--- src/rtl/alu_arbiter.sv ---
// Round-robin arbiter sharing one combinational 32-bit ALU between two requesters.
// Each requester gets a registered result slot and its own private NZCV register.
module alu_arbiter #(
    parameter int WIDTH = 32
) (
    input  logic             clk,
    input  logic             reset,
    input  logic             req0_valid,
    output logic             req0_ready,
    input  logic [WIDTH-1:0] req0_a,
    input  logic [WIDTH-1:0] req0_b,
    input  logic [1:0]       req0_ctrl,
    input  logic             req0_setflags,
    input  logic             req1_valid,
    output logic             req1_ready,
    input  logic [WIDTH-1:0] req1_a,
    input  logic [WIDTH-1:0] req1_b,
    input  logic [1:0]       req1_ctrl,
    input  logic             req1_setflags,
    output logic [WIDTH-1:0] alu_a,
    output logic [WIDTH-1:0] alu_b,
    output logic [1:0]       alu_ctrl,
    input  logic [WIDTH-1:0] alu_result,
    input  logic [3:0]       alu_flags,
    output logic             rsp0_valid,
    input  logic             rsp0_ready,
    output logic [WIDTH-1:0] rsp0_result,
    output logic [3:0]       rsp0_flags,
    output logic             rsp1_valid,
    input  logic             rsp1_ready,
    output logic [WIDTH-1:0] rsp1_result,
    output logic [3:0]       rsp1_flags
);

    logic             rr_ptr_q,      rr_ptr_d;
    logic             rsp0_valid_q,  rsp0_valid_d;
    logic             rsp1_valid_q,  rsp1_valid_d;
    logic [WIDTH-1:0] rsp0_result_q, rsp0_result_d;
    logic [WIDTH-1:0] rsp1_result_q, rsp1_result_d;
    logic [3:0]       rsp0_flags_q,  rsp0_flags_d;
    logic [3:0]       rsp1_flags_q,  rsp1_flags_d;

    logic       elig0_s, elig1_s;
    logic       grant0_s, grant1_s;
    logic [1:0] grant_sel_s;

    // Eligibility and round-robin grant; reset masks both grants combinationally.
    always_comb begin
        elig0_s  = req0_valid & (~rsp0_valid_q | rsp0_ready) & ~reset;
        elig1_s  = req1_valid & (~rsp1_valid_q | rsp1_ready) & ~reset;
        grant0_s = elig0_s & (~elig1_s | ~rr_ptr_q);
        grant1_s = elig1_s & (~elig0_s |  rr_ptr_q);
        grant_sel_s = {grant1_s, grant0_s};
    end

    // Shared ALU operand mux, idle value zero.
    always_comb begin
        alu_a    = {WIDTH{1'b0}};
        alu_b    = {WIDTH{1'b0}};
        alu_ctrl = 2'b00;
        case (grant_sel_s)
            2'b01: begin
                alu_a    = req0_a;
                alu_b    = req0_b;
                alu_ctrl = req0_ctrl;
            end
            2'b10: begin
                alu_a    = req1_a;
                alu_b    = req1_b;
                alu_ctrl = req1_ctrl;
            end
            default: begin
                alu_a    = {WIDTH{1'b0}};
                alu_b    = {WIDTH{1'b0}};
                alu_ctrl = 2'b00;
            end
        endcase
    end

    // Next-state: pointer update and per-requester response slots.
    always_comb begin
        rr_ptr_d      = rr_ptr_q;
        rsp0_valid_d  = rsp0_valid_q;
        rsp1_valid_d  = rsp1_valid_q;
        rsp0_result_d = rsp0_result_q;
        rsp1_result_d = rsp1_result_q;
        rsp0_flags_d  = rsp0_flags_q;
        rsp1_flags_d  = rsp1_flags_q;

        if (grant0_s) begin
            rr_ptr_d = 1'b1;
        end else if (grant1_s) begin
            rr_ptr_d = 1'b0;
        end else begin
            rr_ptr_d = rr_ptr_q;
        end

        // An accept wins over a same-cycle drain, keeping the slot full.
        if (grant0_s) begin
            rsp0_valid_d  = 1'b1;
            rsp0_result_d = alu_result;
            if (req0_setflags) begin
                rsp0_flags_d = alu_flags;
            end else begin
                rsp0_flags_d = rsp0_flags_q;
            end
        end else if (rsp0_valid_q & rsp0_ready) begin
            rsp0_valid_d = 1'b0;
        end else begin
            rsp0_valid_d = rsp0_valid_q;
        end

        if (grant1_s) begin
            rsp1_valid_d  = 1'b1;
            rsp1_result_d = alu_result;
            if (req1_setflags) begin
                rsp1_flags_d = alu_flags;
            end else begin
                rsp1_flags_d = rsp1_flags_q;
            end
        end else if (rsp1_valid_q & rsp1_ready) begin
            rsp1_valid_d = 1'b0;
        end else begin
            rsp1_valid_d = rsp1_valid_q;
        end
    end

    // State registers with asynchronous active-high reset.
    always_ff @(posedge clk or posedge reset) begin
        if (reset) begin
            rr_ptr_q      <= 1'b0;
            rsp0_valid_q  <= 1'b0;
            rsp1_valid_q  <= 1'b0;
            rsp0_result_q <= {WIDTH{1'b0}};
            rsp1_result_q <= {WIDTH{1'b0}};
            rsp0_flags_q  <= 4'b0000;
            rsp1_flags_q  <= 4'b0000;
        end else begin
            rr_ptr_q      <= rr_ptr_d;
            rsp0_valid_q  <= rsp0_valid_d;
            rsp1_valid_q  <= rsp1_valid_d;
            rsp0_result_q <= rsp0_result_d;
            rsp1_result_q <= rsp1_result_d;
            rsp0_flags_q  <= rsp0_flags_d;
            rsp1_flags_q  <= rsp1_flags_d;
        end
    end

    assign req0_ready  = grant0_s;
    assign req1_ready  = grant1_s;
    assign rsp0_valid  = rsp0_valid_q;
    assign rsp1_valid  = rsp1_valid_q;
    assign rsp0_result = rsp0_result_q;
    assign rsp1_result = rsp1_result_q;
    assign rsp0_flags  = rsp0_flags_q;
    assign rsp1_flags  = rsp1_flags_q;

endmodule

--- config.mk ---
export PLATFORM = sky130hd
export DESIGN_NAME = alu_arbiter
export DESIGN_NICKNAME = d
export VERILOG_FILES = /design/src/rtl/alu_arbiter.sv
export SDC_FILE = /design/constraint.sdc
export NUM_CORES = 1
export LEC_CHECK = 0
export BUFFER_PORTS_ARGS = -buffer_cell sky130_fd_sc_hd__buf_2
export CAP_MARGIN = 10
export CORE_AREA = 2 2 123 125
export CTS_CLUSTER_DIAMETER = 120
export CTS_CLUSTER_SIZE = 30
export DETAILED_ROUTE_END_ITERATION = 7
export DIE_AREA = 0 0 125 127
export GPL_TIMING_DRIVEN = 0
export PLACE_DENSITY_LB_ADDON = 0.25
export RECOVER_POWER = 50
export SKIP_LAST_GASP = 1
export SYNTH_ARGS = -nofsm -noshare
export SYNTH_HDL_FRONTEND = slang
export SYNTH_SLANG_ARGS = --single-unit
--- constraint.sdc ---
create_clock -name clk -period 1.99 [get_ports clk]
set_input_delay 0.199 -clock clk [delete_from_list [all_inputs] [get_ports clk]]
set_output_delay 0.199 -clock clk [all_outputs]
set_load 0.02 [all_outputs]
==> results of run 1 <==
==> report_power, final <==
| group | switching [mW] | internal, mW |
|---|---|---|
| clock | 0.711 | 0.877 |
| combinational | 1.34 | 1.19 |
| sequential | 0.209 | 1.92 |
==> final cells by class <==
class	instances	area share (%)
repair buffers	335	25.8
diodes	1	0.0342
well taps	184	3.15
clock inverters	7	0.924
plain buffers	26	4.72
inverters	3	0.291
flip-flops and latches	75	25.7
clock buffers	9	3.08
multi-input cells	223	36.3
==> critical path, cell delays in order (launching register included) <==
cell	delay, ps
dfrtp_2	400
nor2b_4	140
o211ai_4	180
buf_8	160
clkinvlp_4	110
ha_4	190
buf_12	140
clkbuf_16	150
a22oi_2	200
nor2b_4	60
buf_6	130
==> what timing repair did <==
| action | 4_1_cts | 5_1_grt |
|---|---|---|
| hold buffers | 0 | 0 |
| pin swaps | 20 | 33 |
| setup buffers | 10 | 6 |
| gates resized for setup | 114 | 48 |
| gates cloned | 1 | 0 |
| setup endpoints to repair | 67 | 66 |
==> worst paths after layout <==
kind / end
hold reg to reg: rsp0_result[4]
min in group asynchronous: rsp1_flags[2]
max in group asynchronous: rsp1_valid
hold / removal: rsp0_result[4]
setup reg to reg: rsp1_result[24]
setup / recovery: alu_a[10]
==> synthesized netlist by cell type <==
master,n
nor2b_1,68
inv_2,1
buf_6,6
o211ai_4,1
mux2_4,29
ha_1,3
mux2_2,37
mux2_1,6
o211ai_2,1
o2111ai_1,2
nand2_1,4
dfrtp_1,75
buf_2,2
nand2b_4,1
buf_1,4
and2b_1,1
inv_1,2
clkbuf_1,15
a22oi_1,66
nor2b_2,1
nand2b_1,2
o21ai_0,1
==> registers in the layout, summed over array words and instances, names as in the netlist <==
signal and count:
rsp0_result 32, rsp1_valid 1, rsp1_flags 4, rsp1_result 32, rr_ptr_q 1, rsp0_flags 4
rsp0_valid 1
==> layer usage <==
| layer | vias to the layer above | global-route usage [%] | part of all wire (%) |
|---|---|---|---|
| met4 | 2 | 4.38 | 1.8 |
| met1 | 1927 | 20.0 | 37 |
| met3 | 19 | 5.36 | 7.0 |
| met2 | 175 | 35.0 | 55 |
| li1 | 1872 | - | - |
| met5 | - | 0 | 0.11 |
==> cells by family (layout without fill, tap and decap cells) <==
family | count (synthesis) | after routing | share of synthesized area [%]
AND/OR/NAND/NOR | 77 | 77 | 12.0
other | 0 | 1 | 0
adder cells (fa/ha/maj) | 3 | 3 | 0.932
buffers and inverters | 30 | 380 | 3.97
AO/OA/AOI/OAI | 71 | 71 | 13.7
multiplexers | 72 | 72 | 22.8
flip-flops | 75 | 75 | 46.6
==> reports/results.ini, run 1 <==
[yosys]
yosys_warnings = 0
synthTopCellsByArea = dfrtp_1, a22oi_1, mux2_4
syn_nets = 507
syn_area_um2 = 4030
synth.top_cell.area_share_pct = 46.6
syn_inst = 328
ys_seq_area_share_pct = 46.6
ys_ff_latch = 75
ys_types = 22
syn_area_per_cell_um2 = 12.3
synth_top_area_cell = dfrtp_1

[route]
firstDrtPassIters = 4
drt-total-wl_um = 15300
first_iter_violations = 77
wire_per_inst_um = 17.7
viasPerCell = 4.63
ant_nets = 0
drc = 0
vias = 3995

[worst_setup_path]
worstPathMaxFanout = 9
ff2ff_path_depth = 8
crit_type = flip-flop to output pin
r2r_setup_slack_ps = 60
arrival_ps = 2210
regToRegStartpoint = rsp1_valid
critPathLaunch = rsp1_valid
worstPathRequired_ps = 1790
endpoint_kind = output pin
start_kind = flip-flop

[floorplan]
die_width_um = 125
die_h_um = 127
dieArea_um2 = 15900
floorplan.initialDensity_pct = 27.9
rows = 44
core_area_um2 = 14400
pin_count = 318

[timing]
setup_viol = 66
rsz0062_at_grt = yes
setup_ws_ps = -415
min_period_ps = 2400
period_share_pct = 121
slew_viol_final = 39
max_slew.worst_pin.slew_ps = 1700
maxSlewHeadroom_pct = -14.2
timing.hold.ws_ps = 91.7
skew_ps = 6.93
tns_ps = -24690
fmax_ghz = 0.416
finalHoldViolCount = 0

[cells_and_area]
fin_util_pct = 50.7
fin_cells = 863
seqCellArea_um2 = 1880
final_cell_mix = buf_2, dfrtp_1, a22oi_2
stdcell_area_um2 = 7310
final_common_cell = buf_2
fill_cells = 1283
area_growth_pct = 81.4
final_nets = 852
drive_gt1_share_pct = 82.0
multi_input_area_um2 = 2650

[clock_tree]
clock_latency_ps = 340
cts_buffers = 9
clock-root-buffer = clkbuf_16
clk_pin_slew_worst_paths_ps = 60
cts_buffer_depth = 2
cts_sinks = 75
cts_tree = done
htreeDepth = 3

[pwr]
peakVddDrop_v = 0.000573
power_density_nw_per_um2 = 854
p_total_mw = 6.24
p_leak_nw = 3.33

[run_status]
violations = max-capacitance violations, max-slew violations, negative setup slack
status = finished with violations

[place]
placed_cells = 830
placed_cell_area_um2 = 6330
port_buffers = 317
gp_congestion = 0.872
dp_hpwl_um = 12000
post-place-ws_ps = -794

[global_route]
antenna_found_initial = 3
grt_pass1_vias = 4209
grt_usage_pct = 18.3
grt_first_pass_wirelength_um = 23100
overflow = 0
grt_max_degree = 39

[worst_hold_path]
whs_path_depth = 2
min_from = alu_result[4]
hold_path_class = input port to flip-flop

[flow_run]
drv_cap = 1

Note: power is estimated with default switching activity, not from simulation.
==> inputs of run 2 (changes only) <==
==> constraint.sdc (replaced) <==
create_clock -name clk -period 1.99 [get_ports clk]
set_input_delay 0.199 -clock clk [delete_from_list [all_inputs] [get_ports clk]]
set_output_delay 0.199 -clock clk [all_outputs]
set_load 0.05 [all_outputs]
==> reports/results.ini, run 2 (same netlist as run 1, synthesis figures left out) <==
[clock_tree]
hold_buffers = 0
clk_pin_slew_worst_paths_ps = 60
cts_buffer_depth = 2
clock-root-buffer = clkbuf_16
htreeDepth = 3
cts_tree = done
cts_sinks = 75
clock_latency_ps = 330
cts_buffers = 9

[pwr]
peakVddDrop_v = 0.000791
p_leak_nw = 3.46
power_density_nw_per_um2 = 951

[timing]
fmax_ghz = 0.406
maxSlewHeadroom_pct = -14.3
min_period_ps = 2460
period_share_pct = 124
max_slew.worst_pin.slew_ps = 1710
finalHoldViolCount = 0
skew_ps = 8.70
tns_ps = -26620
slew_viol_final = 41
setup_viol = 66
setup_ws_ps = -471
timing.hold.ws_ps = 101
rsz0062_at_grt = yes

[route]
viasPerCell = 4.66
wire_per_inst_um = 17.9
first_iter_violations = 116
firstDrtPassIters = 4
drc = 0
drt-total-wl_um = 15500
ant_nets = 0
vias = 4022

[place]
gp_congestion = 0.898
dp_hpwl_um = 12300
port_buffers = 317

[worst_setup_path]
start_kind = flip-flop
cp_top_family = buffers and inverters
worstPathRequired_ps = 1790
worstPathMaxFanout = 8
worstPathCellList = nor2b_4, o211ai_4, buf_8, clkinvlp_4, ha_4, buf_12, clkbuf_16, a22oi_2, nor2b_4, buf_6
crit_type = flip-flop to output pin
cp_common_cell = nor2b_4
endpoint_kind = output pin
critPathSlowestCell = dfrtp_2
critPathBufInv = 5
arrival_ps = 2260
cp_slowest_stage_delay_ps = 430

[global_route]
overflow = 0
grt_max_degree = 41
grt_pass1_vias = 4300
grt_first_pass_wirelength_um = 23200
antenna_found_initial = 2
grt_usage_pct = 18.3

[floorplan]
pin_count = 318
die_width_um = 125
core_area_um2 = 14400
dieArea_um2 = 15900
die_h_um = 127
floorplan.initialDensity_pct = 27.9
rows = 44

[cells_and_area]
final_cell_mix = buf_2, dfrtp_1, nor2b_4, a22oi_2, buf_6
area_growth_pct = 93.4
final_nets = 852
final_common_cell = buf_2
fill_cells = 1273
drive_gt1_share_pct = 81.1

[flow_run]
drv_cap = 1

[worst_hold_path]
hold_path_class = input port to flip-flop

[run_status]
violations = max-capacitance violations, max-slew violations, negative setup slack
status = finished with violations

-- run 2: cell count changes in the layout (fill, tap and decap cells not counted), moves of 6 or more --
cell,previous run,this run
buf_2,237,211
buf_4,47,33
buf_6,28,47
clkbuf_1,30,39
clkbuf_8,2,8
nor2b_2,41,2
nor2b_4,22,66
-- run 2: metal layers --
metal  GRT usage [%]  up-vias  share of wire (%)
li1                -     1881                  -
met1            21.5     1948                 39
met2            32.8      166                 53
met3            4.69       27                5.7
met4            6.01        0                2.6
met5               0        -                  0
-- run 2: final timing paths --
| check | from | to | slack [ps] | cells past startpoint |
|---|---|---|---|---|
| worst min register to register | rsp1_flags[2] | rsp1_flags[2] | 500 | 1 |
| max in group asynchronous | reset | rsp0_flags[2] | 420 | 3 |
| worst min-delay path | alu_result[2] | rsp0_result[2] | 100 | 2 |
| min in group asynchronous | reset | rsp0_valid | 300 | 2 |
| worst max-delay path | rsp1_valid | alu_a[10] | -470 | 10 |
| worst max register to register | rsp1_valid | rsp0_flags[1] | 320 | 3 |
-- run 2: where the power goes --
part	leakage, nW	internal [mW]	total [mW]	switching [mW]
clock network	0.146	0.916	1.54	0.619
registers	0.883	1.92	2.14	0.224
logic	2.43	1.30	3.73	2.43
-- run 2: cell type report --
| cell class | count | area (um^2) | area share, % |
|---|---|---|---|
| clock inverters | 5 | 36.3 | 0.466 |
| multi-input cells | 223 | 2870 | 36.8 |
| well taps | 184 | 230 | 2.95 |
| clock buffers | 11 | 253 | 3.24 |
| diodes | 2 | 5.00 | 0.0642 |
| inverters | 3 | 16.3 | 0.209 |
| repair buffers | 334 | 2100 | 27.0 |
| plain buffers | 27 | 404 | 5.19 |
| flip-flops and latches | 75 | 1880 | 24.1 |
-- run 2: worst register-to-register path, stage by stage, from the launching register on --
cell and delay, ps:
dfrtp_2 430, nor2b_4 150, o2111ai_1 570, mux2_2 410
-- run 2: timing repair --
item / CTS / global route
pin swaps: 48 / 38
gates cloned: 3 / 2
setup endpoints to repair: 68 / 67
gates resized for setup: 160 / 13
hold endpoints to repair: 0 / 0
setup buffers: 9 / 2
-- run 2: through the flow --
stage / instances / setup slack, ps / area [um^2] / util (%) / power (mW)
finish: 864 / -471 / 7790 / 54.0 / 7.41
global route: 863 / -539 / 7790 / 54.0 / 7.72
CTS: 858 / -498 / 7770 / 53.8 / 7.51
detailed placement: 830 / -973 / 6800 / 47.1 / 5.74
global placement: 829 / -910 / 6780 / 47.0 / 5.68
floorplan: 328 / -476 / 4960 / - / 4.84
